### src/rtl/seq_det_pkg.sv
// Shared types and defaults for the "0110" detector chain.
package seq_det_pkg;

  typedef enum logic [1:0] {
    ST_IDLE   = 2'd0,
    ST_SHIFT  = 2'd1,
    ST_PARITY = 2'd2
  } ser_state_e;

  localparam int   DEFAULT_WIDTH  = 8;
  localparam logic IDLE_LEVEL_DEF = 1'b1;

endpackage

### src/rtl/seq_serializer_if.sv
// Parallel word handshake into the serializer.
interface seq_serializer_if #(
  parameter int WIDTH = 8
) ();
  logic [WIDTH-1:0] s_data;
  logic             s_valid;
  logic             s_ready;

  modport master (output s_data, output s_valid, input  s_ready);
  modport slave  (input  s_data, input  s_valid, output s_ready);
endinterface

### src/rtl/seq_serializer.sv
// Parallel-to-serial feeder for the "0110" detector, zero-gap back-to-back streaming.
// Build option SEQ_SERIALIZER_PARITY_EN appends an even-parity bit after each word.
module seq_serializer
  import seq_det_pkg::*;
#(
  parameter int   WIDTH      = DEFAULT_WIDTH,
  parameter bit   MSB_FIRST  = 1'b1,
  parameter logic IDLE_LEVEL = IDLE_LEVEL_DEF
) (
  input  logic            clk,
  input  logic            reset,
  seq_serializer_if.slave s,
  input  logic            abort,
  output logic            x_out,
  output logic            bit_valid,
  output logic            word_done
);

  localparam int               CNT_W      = $clog2(WIDTH);
  localparam logic [CNT_W-1:0] LAST_IDX   = CNT_W'(WIDTH - 1);
  localparam logic [CNT_W-1:0] PENULT_IDX = CNT_W'(WIDTH - 2);

`ifdef SEQ_SERIALIZER_PARITY_EN
  localparam bit PARITY_ON = 1'b1;
  logic par, par_n;
`else
  localparam bit PARITY_ON = 1'b0;
`endif

  ser_state_e       state, state_n;
  logic [CNT_W-1:0] bit_cnt, bit_cnt_n;
  logic [WIDTH-1:0] shreg, shreg_n;
  logic             x_n, bit_valid_n, word_done_n;
  logic             ready, accept;

  function automatic logic head_bit(input logic [WIDTH-1:0] w);
    return MSB_FIRST ? w[WIDTH-1] : w[0];
  endfunction

  function automatic logic [WIDTH-1:0] shift_once(input logic [WIDTH-1:0] w);
    return MSB_FIRST ? {w[WIDTH-2:0], 1'b0} : {1'b0, w[WIDTH-1:1]};
  endfunction

  // Ready opens on the final bit of a word so the next word follows with no gap.
  always_comb begin
    ready = 1'b0;
    if (!abort) begin
      case (state)
        ST_IDLE:   ready = 1'b1;
        ST_SHIFT:  ready = !PARITY_ON && (bit_cnt == LAST_IDX);
        ST_PARITY: ready = PARITY_ON;
        default:   ready = 1'b0;
      endcase
    end
  end

  assign s.s_ready = ready;
  assign accept    = s.s_valid && ready;

  // The shift register holds the bits still to be sent; x_out already carries the current one.
  always_comb begin
    state_n     = state;
    bit_cnt_n   = bit_cnt;
    shreg_n     = shreg;
    x_n         = x_out;
    bit_valid_n = bit_valid;
    word_done_n = 1'b0;
`ifdef SEQ_SERIALIZER_PARITY_EN
    par_n       = par;
`endif
    if (abort) begin
      state_n     = ST_IDLE;
      bit_cnt_n   = '0;
      x_n         = IDLE_LEVEL;
      bit_valid_n = 1'b0;
    end else if (accept) begin
      state_n     = ST_SHIFT;
      bit_cnt_n   = '0;
      shreg_n     = shift_once(s.s_data);
      x_n         = head_bit(s.s_data);
      bit_valid_n = 1'b1;
`ifdef SEQ_SERIALIZER_PARITY_EN
      par_n       = ^s.s_data;
`endif
    end else begin
      case (state)
        ST_SHIFT: begin
          if (bit_cnt == LAST_IDX) begin
`ifdef SEQ_SERIALIZER_PARITY_EN
            state_n     = ST_PARITY;
            bit_cnt_n   = '0;
            x_n         = par;
            bit_valid_n = 1'b1;
            word_done_n = 1'b1;
`else
            state_n     = ST_IDLE;
            bit_cnt_n   = '0;
            x_n         = IDLE_LEVEL;
            bit_valid_n = 1'b0;
`endif
          end else begin
            bit_cnt_n   = bit_cnt + CNT_W'(1);
            shreg_n     = shift_once(shreg);
            x_n         = head_bit(shreg);
            bit_valid_n = 1'b1;
            word_done_n = !PARITY_ON && (bit_cnt == PENULT_IDX);
          end
        end
        default: begin
          state_n     = ST_IDLE;
          bit_cnt_n   = '0;
          x_n         = IDLE_LEVEL;
          bit_valid_n = 1'b0;
        end
      endcase
    end
  end

  always_ff @(posedge clk or posedge reset) begin
    if (reset) state <= ST_IDLE;
    else       state <= state_n;
  end

  always_ff @(posedge clk or posedge reset) begin
    if (reset) begin
      bit_cnt   <= '0;
      shreg     <= '0;
      x_out     <= IDLE_LEVEL;
      bit_valid <= 1'b0;
      word_done <= 1'b0;
`ifdef SEQ_SERIALIZER_PARITY_EN
      par       <= 1'b0;
`endif
    end else begin
      bit_cnt   <= bit_cnt_n;
      shreg     <= shreg_n;
      x_out     <= x_n;
      bit_valid <= bit_valid_n;
      word_done <= word_done_n;
`ifdef SEQ_SERIALIZER_PARITY_EN
      par       <= par_n;
`endif
    end
  end

endmodule
### src/flat_wrapper.sv
// flat-port wrapper written by rule: the top's interface ports become plain ports
module seq_serializer_flat import seq_det_pkg::*;
#(
  parameter int   WIDTH      = DEFAULT_WIDTH,
  parameter bit   MSB_FIRST  = 1'b1,
  parameter logic IDLE_LEVEL = IDLE_LEVEL_DEF
)
  (clk, reset, abort, x_out, bit_valid, word_done, s_s_data, s_s_valid, s_s_ready);
  seq_serializer_if #(.WIDTH(WIDTH)) s_i ();
  input  logic clk;
  input  logic reset;
  input  logic abort;
  output logic x_out;
  output logic bit_valid;
  output logic word_done;
  input wire logic [$bits(s_i.s_data)-1:0] s_s_data;
  input wire logic [$bits(s_i.s_valid)-1:0] s_s_valid;
  output wire logic [$bits(s_i.s_ready)-1:0] s_s_ready;
  assign s_i.s_data = s_s_data;
  assign s_i.s_valid = s_s_valid;
  assign s_s_ready = s_i.s_ready;
  seq_serializer #(.WIDTH(WIDTH), .MSB_FIRST(MSB_FIRST), .IDLE_LEVEL(IDLE_LEVEL)) u_core (.clk(clk), .reset(reset), .s(s_i), .abort(abort), .x_out(x_out), .bit_valid(bit_valid), .word_done(word_done));
endmodule
### config.mk
export PLATFORM = sky130hd
export DESIGN_NAME = seq_serializer_flat
export DESIGN_NICKNAME = d
export VERILOG_FILES = /design/src/rtl/seq_det_pkg.sv /design/src/rtl/seq_serializer_if.sv /design/src/rtl/seq_serializer.sv /design/src/flat_wrapper.sv
export SDC_FILE = /design/constraint.sdc
export NUM_CORES = 1
export LEC_CHECK = 0
export CAP_MARGIN = 15
export CORE_AREA = 2 2 42 44
export CTS_CLUSTER_SIZE = 10
export DETAILED_ROUTE_END_ITERATION = 6
export DIE_AREA = 0 0 44 46
export PLACE_DENSITY = 0.81
export SLEW_MARGIN = 20
export SYNTH_ARGS = -nofsm -noshare
export SYNTH_HDL_FRONTEND = slang
export SYNTH_SLANG_ARGS = --single-unit
### constraint.sdc
create_clock -name clk -period 1.8 [get_ports clk]
set_input_delay 0.54 -clock clk [delete_from_list [all_inputs] [get_ports clk]]
set_output_delay 0.54 -clock clk [all_outputs]
set_load 0.02 [all_outputs]
# ---- After elaboration in Yosys (flattened, before gate mapping)
# Cells that the tools add are included.
dict set report classes {
  bitwise 1
  eq_ne 5
  mux 25
  reduce_logical 4
  add_sub_neg 1
}
# operator count
set ops {}
lappend ops {{8-bit two-way mux} 3}
lappend ops {{1-bit two-way mux} 13}
lappend ops {{3-bit two-way mux} 4}
lappend ops {{2-bit two-way mux} 4}
lappend ops {{3-bit == test, second input constant} 2}
lappend ops {{4-bit by 2-bit != test with 1-bit output, second input constant} 1}
lappend ops {{3-bit by 1-bit adder with 3-bit output, second input constant} 1}
lappend ops {{3-bit AND reduction} 1}
lappend ops {{2-bit by 1-bit == test with 1-bit output, second input constant} 1}
lappend ops {{2-bit logical NOT} 1}
lappend ops {{2-bit by 1-bit != test with 1-bit output, second input constant} 1}
lappend ops {{1-bit case mux with 2 select lines} 1}
lappend ops {{2-bit nonzero test} 1}
lappend ops {{1-bit logical AND} 1}
lappend ops {{1-bit NOT} 1}
dict set report word_totals {
  regBits 16
  in_bits 12
  output_inout_bits 4
}

# ---- Depth between registers and ports, before layout
# Gate-level depths: netlist (run 1).
dict set report depth {
  depth_word 6
  depth_mapped 6
  depth_no_buf 5
}

# ---- Least setup slack after synthesis (run 1)
# No wires, ideal clock.
dict set report synth_timing {
  path_type {reg-to-output}
  from {register u_core.bit_cnt[0]}
  to {output port s_s_ready}
  setup_slack_ps 121
  t_required_ps 1260
  t_arrival_ps 1139
  path_stages_with_launch 5
  path_cell_list {dfrtp_1 -> ha_1 -> ha_1 -> nor2b_2 -> nor2_1}
}
dict set report synth_between {
  elab_chain_len 3
}
# element line
set synth_lines {}
lappend synth_lines {{start: declaration} seq_serializer.sv:31} ;# logic [CNT_W-1:0] bit_cnt, bit_cnt_n;
lappend synth_lines {{start signal: assignment} seq_serializer.sv:135} ;# bit_cnt <= bit_cnt_n;
lappend synth_lines {{3-bit == test} seq_serializer.sv:50} ;# ST_SHIFT: ready = !PARITY_ON && (bit_cnt == LAST_IDX);
lappend synth_lines {{1-bit case mux with 2 select lines} seq_serializer.sv:48} ;# case (state)
lappend synth_lines {{1-bit two-way mux} seq_serializer.sv:47} ;# if (!abort) begin
lappend synth_lines {{end: declaration} flat_wrapper.sv:18} ;# output wire logic [$bits(s_i.s_ready)-1:0] s_s_ready;
# Every way passes these cells.

# ---- Final worst setup path (run 1)
dict set report layout_timing {
  from {register u_core.bit_cnt[1]}
  to {output port s_s_ready}
}
# The elaborated chain is that of the path after synthesis.

==> results of run 1 <==
==> metrics by stage <==
step	total power, mW	cell area (sq um)	instances	hold WS (ns)	utilization (%)
after floorplan	0.4390	684.4	58	0.4285	-
after global placement	0.4917	874.6	93	0.4688	54.19
after detailed placement	0.4947	874.6	93	0.4732	54.19
after CTS	0.7221	914.6	98	0.4963	56.67
after global routing	0.7515	944.7	100	0.5134	58.53
final	0.7193	944.7	100	0.4956	58.53
==> layer usage <==
| metal | vias up | track usage [%] | routed length [microns] |
|---|---|---|---|
| met1 | 272 | 18.18 | 634 |
| met4 | 0 | 9.091 | 43 |
| met2 | 16 | 27.35 | 737 |
| li1 | 264 | - | - |
| met5 | - | 0 | 0 |
| met3 | 6 | 3.571 | 42 |
==> what timing repair did <==
action                     in CTS  in global routing
pin swaps                       0                  1
gates resized for setup         6                  3
cloned                          0                  0
setup endpoints to repair       2                  3
buffers inserted                1                  2
==> logic make-up (layout without fill, tap and decap cells) <==
logic type	Yosys count	in the layout	synth area share, %
AOI/OAI and AO/OA	17	17	20.84
adders and majority gates	3	3	5.485
buffers and inverters	9	34	7.129
DFF	14	14	51.37
and+or+nand+nor	15	15	15.17
==> flip-flops by register name, indices dropped and copies added, names as in the netlist <==
name and count:
u_core.bit_cnt 3, u_core.bit_valid 1, u_core.shreg 7, u_core.state 1, u_core.word_done 1, u_core.x_out 1
==> worst max-delay path by stage <==
stage	cells after the start	start	slack (ns)	end
global route	5	u_core.bit_cnt[1]	-0.13	s_s_ready
CTS	5	u_core.bit_cnt[0]	-0.13	s_s_ready
finish	5	u_core.bit_cnt[1]	-0.09	s_s_ready
global placement	3	abort	-0.46	s_s_ready
floorplan	4	u_core.bit_cnt[0]	0.12	s_s_ready
detailed placement	3	abort	-0.46	s_s_ready
==> where the power goes <==
| group | internal, mW | switching [mW] |
|---|---|---|
| Clock | 0.123 | 0.104 |
| Sequential | 0.346 | 0.0152 |
| Combinational | 0.0718 | 0.0590 |
==> area by class of cell <==
class,instances,area share [%]
Timing Repair Buffer,24,22.65
Multi-Input combinational cell,35,31.66
Clock buffer,4,3.841
Inverter,6,2.384
Sequential cell,14,37.22
Tap cell,17,2.252
==> layout by cell type (no fill, tap or decap), types with 2 or more instances in the layout <==
master and n:
a2111oi_0 2, a31oi_1 6, and3b_1 4, and3b_2 2, buf_4 10, clkbuf_4 3, clkdlybuf4s50_1 13, dfrtp_1 13
inv_1 6, nor2_1 2, nor3_1 2, o2bb2ai_1 7
==> worst max-delay path: stages (launching register included) <==
cell     delay (ns)
dfrtp_1        0.39
ha_2           0.20
ha_4           0.16
nor2b_2        0.11
nor2_1         0.06
buf_4          0.15
==> results.yml, run 1 <==
yosys:
  netlist_area_sq_um: 684.4
  ys.flop_type: "dfrtp_1"
  async_flop_share_pct: 100.0
  synthTopCellsByCount: "13 x dfrtp_1, 7 x o2bb2ai_1, 6 x a31oi_1, 6 x inv_1, 4 x and3b_1"
  synth.top_cell.area_share_pct: 47.53
  synth_most_common_cell: "dfrtp_1"
  syn_inst: 58
  syn_area_per_cell_sq_um: 11.80
  syn_nets: 73
  synth_top_area_cell: "dfrtp_1"
  yosysWarnings: 0
  synth.area.top_cells: "dfrtp_1 48%, o2bb2ai_1 9.0%, a31oi_1 5.5%"
  synth_edf_count: 0
  yosys.cell_types.count: 20
  ys_ff_latch: 14
  yosysSeqAreaShare_pct: 51.37
die:
  die_w_microns: 44
  rows: 15
  start_util_pct: 42.40
  coreArea_sq_um: 1614
  die_h_microns: 46
  io_pins: 16
  die_area_sq_um: 2024
worst_setup_path:
  reg2reg_depth: 6
  crit_arrival_ns: 1.35
  worstPathMaxFanout: 2
  reg2reg_to: "u_core.shreg[2]"
  rrSetupSlack_ns: 0.12
  timing.rr.start: "u_core.bit_cnt[1]"
  crit_path_end_kind: "output pin"
  worstSetupPathType: "register to output pin"
  critPathRequiredTime_ns: 1.26
  critPathLaunchType: "register"
clocking:
  clk_path_buf_depth: 2
  clkLatencyLatePin_ns: 0.28
  cts_tree: "built"
  cts.sinks: 14
  root_buffer: "clkbuf_4"
  clkTransAtPathRegs_ns: 0.09
  cts.htree.levels: 1
  cts_buffers: 3
  cts_hold_buf: 0
job:
  drv_cap: 0
detailed_routing:
  drc: 0
  drt_pass1_iterations: 4
  drt-initial-drc-count: 12
  ant_nets: 0
  vias: 558
  wl_per_cell_microns: 14.57
  routed_wl_mm: 1.457
  via_per_inst: 5.580
sta:
  period_needed_ns: 1.889
  worst_slew_pin_slew_ns: 0.5344
  setup_violations: 1
  slew_headroom_pct: 64.33
  hold_violations: 0
  slew_violations: 0
  fin_setup_tns_ns: -0.08947
  finalCritPeriodShare_pct: 105.0
  setup_slack_ns: -0.08947
  fmaxAchievable_mhz: 529.3
  rsz0062_at_grt: "yes"
  skew_ns: 0.001049
layout:
  area.growth.synth_to_final_pct: 38.03
  diodes: 0
  multiInputGateArea_sq_um: 299.0
  drive_gt1_share_pct: 25.30
  layout.nets: 99
  regArea_sq_um: 351.6
  num-fill-cells: 139
placement:
  dp_hpwl_microns: 982.9
  post-place-ws_ns: -0.4568
  place_congestion: 0.7658
  portBuffers: 15
outcome:
  outcome: "complete, but fails checks"
  failed_checks: "negative setup slack"
grt:
  grt_usage_pct: 15.93
  grt_pass1_wl_mm: 2.283
  grt_antenna_before_repair: 0
  grt_max_degree: 15
  grt_pass1_vias: 534
  grt.overflow.total: 0
hold_path:
  min_path_type: "register to register"
  hold_end: "u_core.shreg[1]"
  worstHoldStart: "u_core.shreg[1]"
  holdPathStages: 1
power_and_ir_drop:
  vdd_drop_max_mv: 0.3420
  cellLeakagePower_nw: 0.4340
  p_per_area_nw_per_um2: 761.4
Note: power is estimated with default switching activity, not from simulation.
==> run 2: changes to the inputs <==
--- a/config.mk
+++ b/config.mk
@@ -11,6 +11,7 @@
 export DETAILED_ROUTE_END_ITERATION = 6
 export DIE_AREA = 0 0 44 46
 export PLACE_DENSITY = 0.81
+export SETUP_SLACK_MARGIN = 0.1
 export SLEW_MARGIN = 20
 export SYNTH_ARGS = -nofsm -noshare
 export SYNTH_HDL_FRONTEND = slang
==> run 2 against run 1 <==
The run still ends with negative setup slack left. Final cell count unchanged. Clock power is essentially flat. Clock-buffer cell count stayed put. Core utilization unchanged. Critical path type unchanged. Critical endpoint unchanged.
==> results.yml, run 2 (synthesis results as in run 1) <==
detailed_routing:
  wl_per_cell_microns: 14.35
  drt-initial-drc-count: 9
  drt_pass1_iterations: 4
  via_per_inst: 5.520
  ant_nets: 0
  met1_length_microns: 638
  route.met3.wl_microns: 36
  top_layer: "met4"
  routed_wl_mm: 1.435
  wl_met2_microns: 727
  vias: 552
  drc: 0
grt:
  grt_antenna_before_repair: 0
  grt_usage_pct: 16.01
  grt_max_degree: 15
  grt_pass1_vias: 540
  grt_pass1_wl_mm: 2.297
  grt.overflow.total: 0
die:
  start_util_pct: 42.40
  io_pins: 16
  die_h_microns: 46
  die_w_microns: 44
  coreArea_sq_um: 1614
  rows: 15
  die_area_sq_um: 2024
layout:
  diodes: 0
  area.growth.synth_to_final_pct: 38.03
  num-fill-cells: 140
  mostFrequentLayoutCells: "13 x dfrtp_1, 11 x clkdlybuf4s50_1, 10 x buf_4"
  final_cells: 100
  final_common_cell: "dfrtp_1"
  largest_register: "u_core.shreg"
  layout.nets: 99
  largest_reg_flops: 7
  largestRegisters: "u_core.shreg (7), u_core.bit_cnt (3)"
  drive_gt1_share_pct: 26.51
  finalInstanceArea_sq_um: 944.7
placement:
  dp.cells: 93
  place_congestion: 0.7658
  dp_hpwl_microns: 982.9
  post_dp_cell_area_sq_um: 874.6
  portBuffers: 15
power_and_ir_drop:
  p_per_area_nw_per_um2: 760.8
  p_sw_share_pct: 24.78
  power.switching_uw: 178.1
  vdd_drop_max_mv: 0.3417
  combPwrFrac_pct: 18.1
  p_seq_share_pct: 50.3
  p_int_uw: 540.6
  cellLeakagePower_nw: 0.4414
  p_clk_share_pct: 31.6
clocking:
  clkLatencyLatePin_ns: 0.28
  cts_buffers: 3
  cts_tree: "built"
  cts_hold_buf: 0
  cts.sinks: 14
  clkTransAtPathRegs_ns: 0.08
  root_buffer: "clkbuf_4"
  cts.htree.levels: 1
  clk_path_buf_depth: 2
worst_setup_path:
  worstPathMaxFanout: 2
  worstSetupPathType: "register to output pin"
  crit_arrival_ns: 1.35
  crit_path_end_kind: "output pin"
  critPathLaunchType: "register"
  critPathRequiredTime_ns: 1.26
sta:
  period_needed_ns: 1.889
  rsz0062_at_grt: "yes"
  hold_violations: 0
  skew_ns: 0.0007995
  fmaxAchievable_mhz: 529.3
  slew_headroom_pct: 64.57
  slew_violations: 0
  setup_slack_ns: -0.08926
  worst_slew_pin_slew_ns: 0.5309
  setup_violations: 1
  finalCritPeriodShare_pct: 105.0
outcome:
  failed_checks: "negative setup slack"
  outcome: "complete, but fails checks"
job:
  drv_cap: 0
hold_path:
  min_path_type: "register to register"
[run 2: cell types whose count changed in the layout (fill, tap and decap cells not counted)]
cell and delta:
nand2b_2 +1, nand2b_1 -1, clkdlybuf4s50_1 -2, dlygate4sd2_1 +2
[run 2: repair_timing]
item | in CTS | in global routing
setup buffers | 1 | 2
cloned | 0 | 0
resized for setup | 9 | 3
pin swaps | 0 | 1
setup endpoints to repair | 8 | 5
[run 2: worst paths after layout]
check / from / to / slack (ns) / cells after the start
min in group asynchronous: reset / u_core.bit_cnt[0] / 0.59 / 2
worst min register to register: u_core.shreg[2] / u_core.shreg[2] / 0.49 / 1
worst max register to register: u_core.bit_cnt[1] / u_core.shreg[2] / 0.18 / 6
max in group asynchronous: reset / u_core.x_out / 0.85 / 2
worst max-delay path: u_core.bit_cnt[1] / s_s_ready / -0.09 / 5
worst min-delay path: u_core.shreg[2] / u_core.shreg[2] / 0.49 / 1
[run 2: layout make-up]
cell class / instances / area (sq um) / share of cell area [%]
Inverter: 6 / 22.52 / 2.384
Sequential cell: 14 / 351.6 / 37.22
Clock buffer: 4 / 36.28 / 3.841
Multi-Input combinational cell: 35 / 301.5 / 31.92
Timing Repair Buffer: 24 / 211.5 / 22.38
Tap cell: 17 / 21.27 / 2.252
[run 2: critical path: stages, from the launching register on]
cell and delay (ns):
dfrtp_1 0.39, ha_2 0.20, ha_4 0.16, nor2b_2 0.11
nor2_1 0.06, buf_4 0.15
[run 2: layer usage]
metal | vias to the layer above | GRT usage [%]
met5 | - | 0
met4 | 0 | 9.091
met3 | 4 | 3.571
met2 | 15 | 27.65
met1 | 267 | 18.18
li1 | 266 | -
[run 2: stage by stage]
| stage | worst slack [ns] | power [mW] | setup TNS [ns] | hold WS (ns) | util (%) |
|---|---|---|---|---|---|
| after global placement | -0.4582 | 0.4917 | -0.4582 | 0.4688 | 54.19 |
| after floorplan | 0.1206 | 0.4390 | 0 | 0.4285 | - |
| after global routing | -0.1321 | 0.7511 | -0.1321 | 0.5134 | 58.53 |
| after CTS | -0.1276 | 0.7216 | -0.1276 | 0.4963 | 56.67 |
| after detailed placement | -0.4568 | 0.4947 | -0.4568 | 0.4732 | 54.19 |
| final | -0.08926 | 0.7187 | -0.08926 | 0.4945 | 58.53 |
[run 2: power by group through the flow]
stage	logic, mW	registers, mW	clock network (mW)
2_1_floorplan	0.0701	0.369	0
3_3_place_gp	0.126	0.366	0
3_5_place_dp	0.129	0.366	0
4_1_cts	0.128	0.361	0.233
5_1_grt	0.143	0.364	0.245
6_report	0.130	0.362	0.227
==> run 3: changes to the inputs <==
--- a/config.mk
+++ b/config.mk
@@ -10,6 +10,7 @@
 export CTS_CLUSTER_SIZE = 10
 export DETAILED_ROUTE_END_ITERATION = 6
 export DIE_AREA = 0 0 44 46
+export MAX_ROUTING_LAYER = met4
 export PLACE_DENSITY = 0.81
 export SETUP_SLACK_MARGIN = 0.1
 export SLEW_MARGIN = 20
==> run 3 against run 2 <==
The flow still finishes with violations (negative setup slack). First-iteration DRC count down 22%. Clock power about the same. Worst hold slack unchanged. Register-to-register slack about the same. Non-clock buffer count unchanged. Core utilization unchanged. Routed wire length unchanged. Sequential power about the same. Combinational power about the same. Critical path type unchanged.
==> results.yml, run 3 (synthesis results as in run 1) <==
outcome:
  outcome: "complete, but fails checks"
  failed_checks: "negative setup slack"
sta:
  period_needed_ns: 1.888
  slew_violations: 0
  rsz0062_at_grt: "yes"
  worst_slew_pin_slew_ns: 0.5309
  finalCritPeriodShare_pct: 104.9
  skew_ns: 0.0007968
  hold_violations: 0
  fmaxAchievable_mhz: 529.6
  setup_slack_ns: -0.08826
  fin_setup_tns_ns: -0.08826
  setup_violations: 1
  slew_headroom_pct: 64.57
layout:
  mostFrequentLayoutCells: "13 x dfrtp_1, 11 x clkdlybuf4s50_1, 10 x buf_4"
  regArea_sq_um: 351.6
  largestRegisters: "u_core.shreg (7), u_core.bit_cnt (3)"
  drive_gt1_share_pct: 26.51
  multiInputGateArea_sq_um: 301.5
  final_cells: 100
  finalInstanceArea_sq_um: 944.7
  num-fill-cells: 140
  area.growth.synth_to_final_pct: 38.03
  layout.nets: 99
  largest_reg_flops: 7
  largest_register: "u_core.shreg"
  final_common_cell: "dfrtp_1"
  diodes: 0
detailed_routing:
  wl_per_cell_microns: 14.35
  routed_wl_mm: 1.435
  drt_pass1_iterations: 4
  drc: 0
  ant_nets: 0
  via_per_inst: 5.500
  vias: 550
  drt-initial-drc-count: 7
grt:
  grt_antenna_before_repair: 0
  grt_pass1_vias: 539
  grt_max_degree: 15
  grt_usage_pct: 16.49
  grt.overflow.total: 0
  grt_pass1_wl_mm: 2.304
placement:
  portBuffers: 15
  place_congestion: 0.7760
  post_dp_cell_area_sq_um: 874.6
  post-place-ws_ns: -0.4568
  dp_hpwl_microns: 982.9
  dp.cells: 93
clocking:
  cts_hold_buf: 0
  cts_tree: "built"
  cts_buffers: 3
  cts.htree.levels: 1
  clk_path_buf_depth: 2
  clkLatencyLatePin_ns: 0.28
  cts.sinks: 14
  root_buffer: "clkbuf_4"
  clkTransAtPathRegs_ns: 0.08
power_and_ir_drop:
  cellLeakagePower_nw: 0.4414
  vdd_drop_max_mv: 0.3417
  p_per_area_nw_per_um2: 760.8
die:
  io_pins: 16
  die_w_microns: 44
  die_area_sq_um: 2024
  rows: 15
  die_h_microns: 46
  start_util_pct: 42.40
  coreArea_sq_um: 1614
worst_setup_path:
  crit_arrival_ns: 1.35
  critPathRequiredTime_ns: 1.26
  timing.rr.start: "u_core.bit_cnt[1]"
  slowest_stage: "dfrtp_1"
  worst-path-buf-inv: 1
  cp-startpoint: "u_core.bit_cnt[1]"
  crit_path_end_kind: "output pin"
  worstPathMaxFanout: 2
  worstSetupPathType: "register to output pin"
  crit_family: "flip-flops"
  max_stage_delay_ns: 0.39
  path_cells: "ha_2, ha_4, nor2b_2, nor2_1, buf_4"
  critPathLaunchType: "register"
hold_path:
  worstHoldStart: "u_core.shreg[2]"
  min_path_type: "register to register"
job:
  drv_cap: 0
## run 3: layout make-up
cell class | count | area share, %
timing repair buffer | 24 | 22.38
multi-input combinational | 35 | 31.92
sequential | 14 | 37.22
tap | 17 | 2.252
inverter | 6 | 2.384
clock buffer | 4 | 3.841
## run 3: timing repair
item                       CTS  global route
pin swaps                    0             1
setup endpoints to repair    8             5
resized for setup            9             3
setup buffers                1             2
## run 3: routing by layer
metal / wire, microns / up-vias / global-route usage [%] / share of wire [%]
met5: 0 / - / - / 0
met4: 35 / 0 / 9.091 / 2.4
met3: 36 / 4 / 3.571 / 2.5
met2: 725 / 15 / 27.65 / 51
met1: 637 / 265 / 18.18 / 44
li1: - / 266 / - / -
## run 3: per-stage QoR
stage	hold slack [ns]	util, %	power [mW]
after CTS	0.4963	56.67	0.7216
after detailed placement	0.4732	54.19	0.4947
after global routing	0.5134	58.53	0.7511
after floorplan	0.4285	-	0.4390
final	0.4945	58.53	0.7187
after global placement	0.4688	54.19	0.4917
## run 3: worst register-to-register path: stages, from the launching register on
cell and delay, ns:
dfrtp_1 0.39, ha_2 0.20, ha_4 0.16, buf_4 0.15, nand2b_2 0.27, a31oi_1 0.24
o2bb2ai_1 0.10
## run 3: path summary, 6_finish.rpt
path / end / slack (ns) / cells past startpoint
min in group asynchronous: u_core.bit_cnt[0] / 0.59 / 2
min reg2reg: u_core.shreg[2] / 0.49 / 1
max in group asynchronous: u_core.x_out / 0.85 / 2
max reg2reg: u_core.shreg[2] / 0.18 / 6
max: s_s_ready / -0.09 / 5
min: u_core.shreg[2] / 0.49 / 1
## run 3: power by group
part	total, mW	internal, mW	leakage, nW	switching [mW]
registers	0.362	0.346	0.180	0.0152
logic	0.130	0.0711	0.240	0.0591
clock network	0.227	0.123	0.0210	0.104
total	0.719	0.541	0.441	0.178
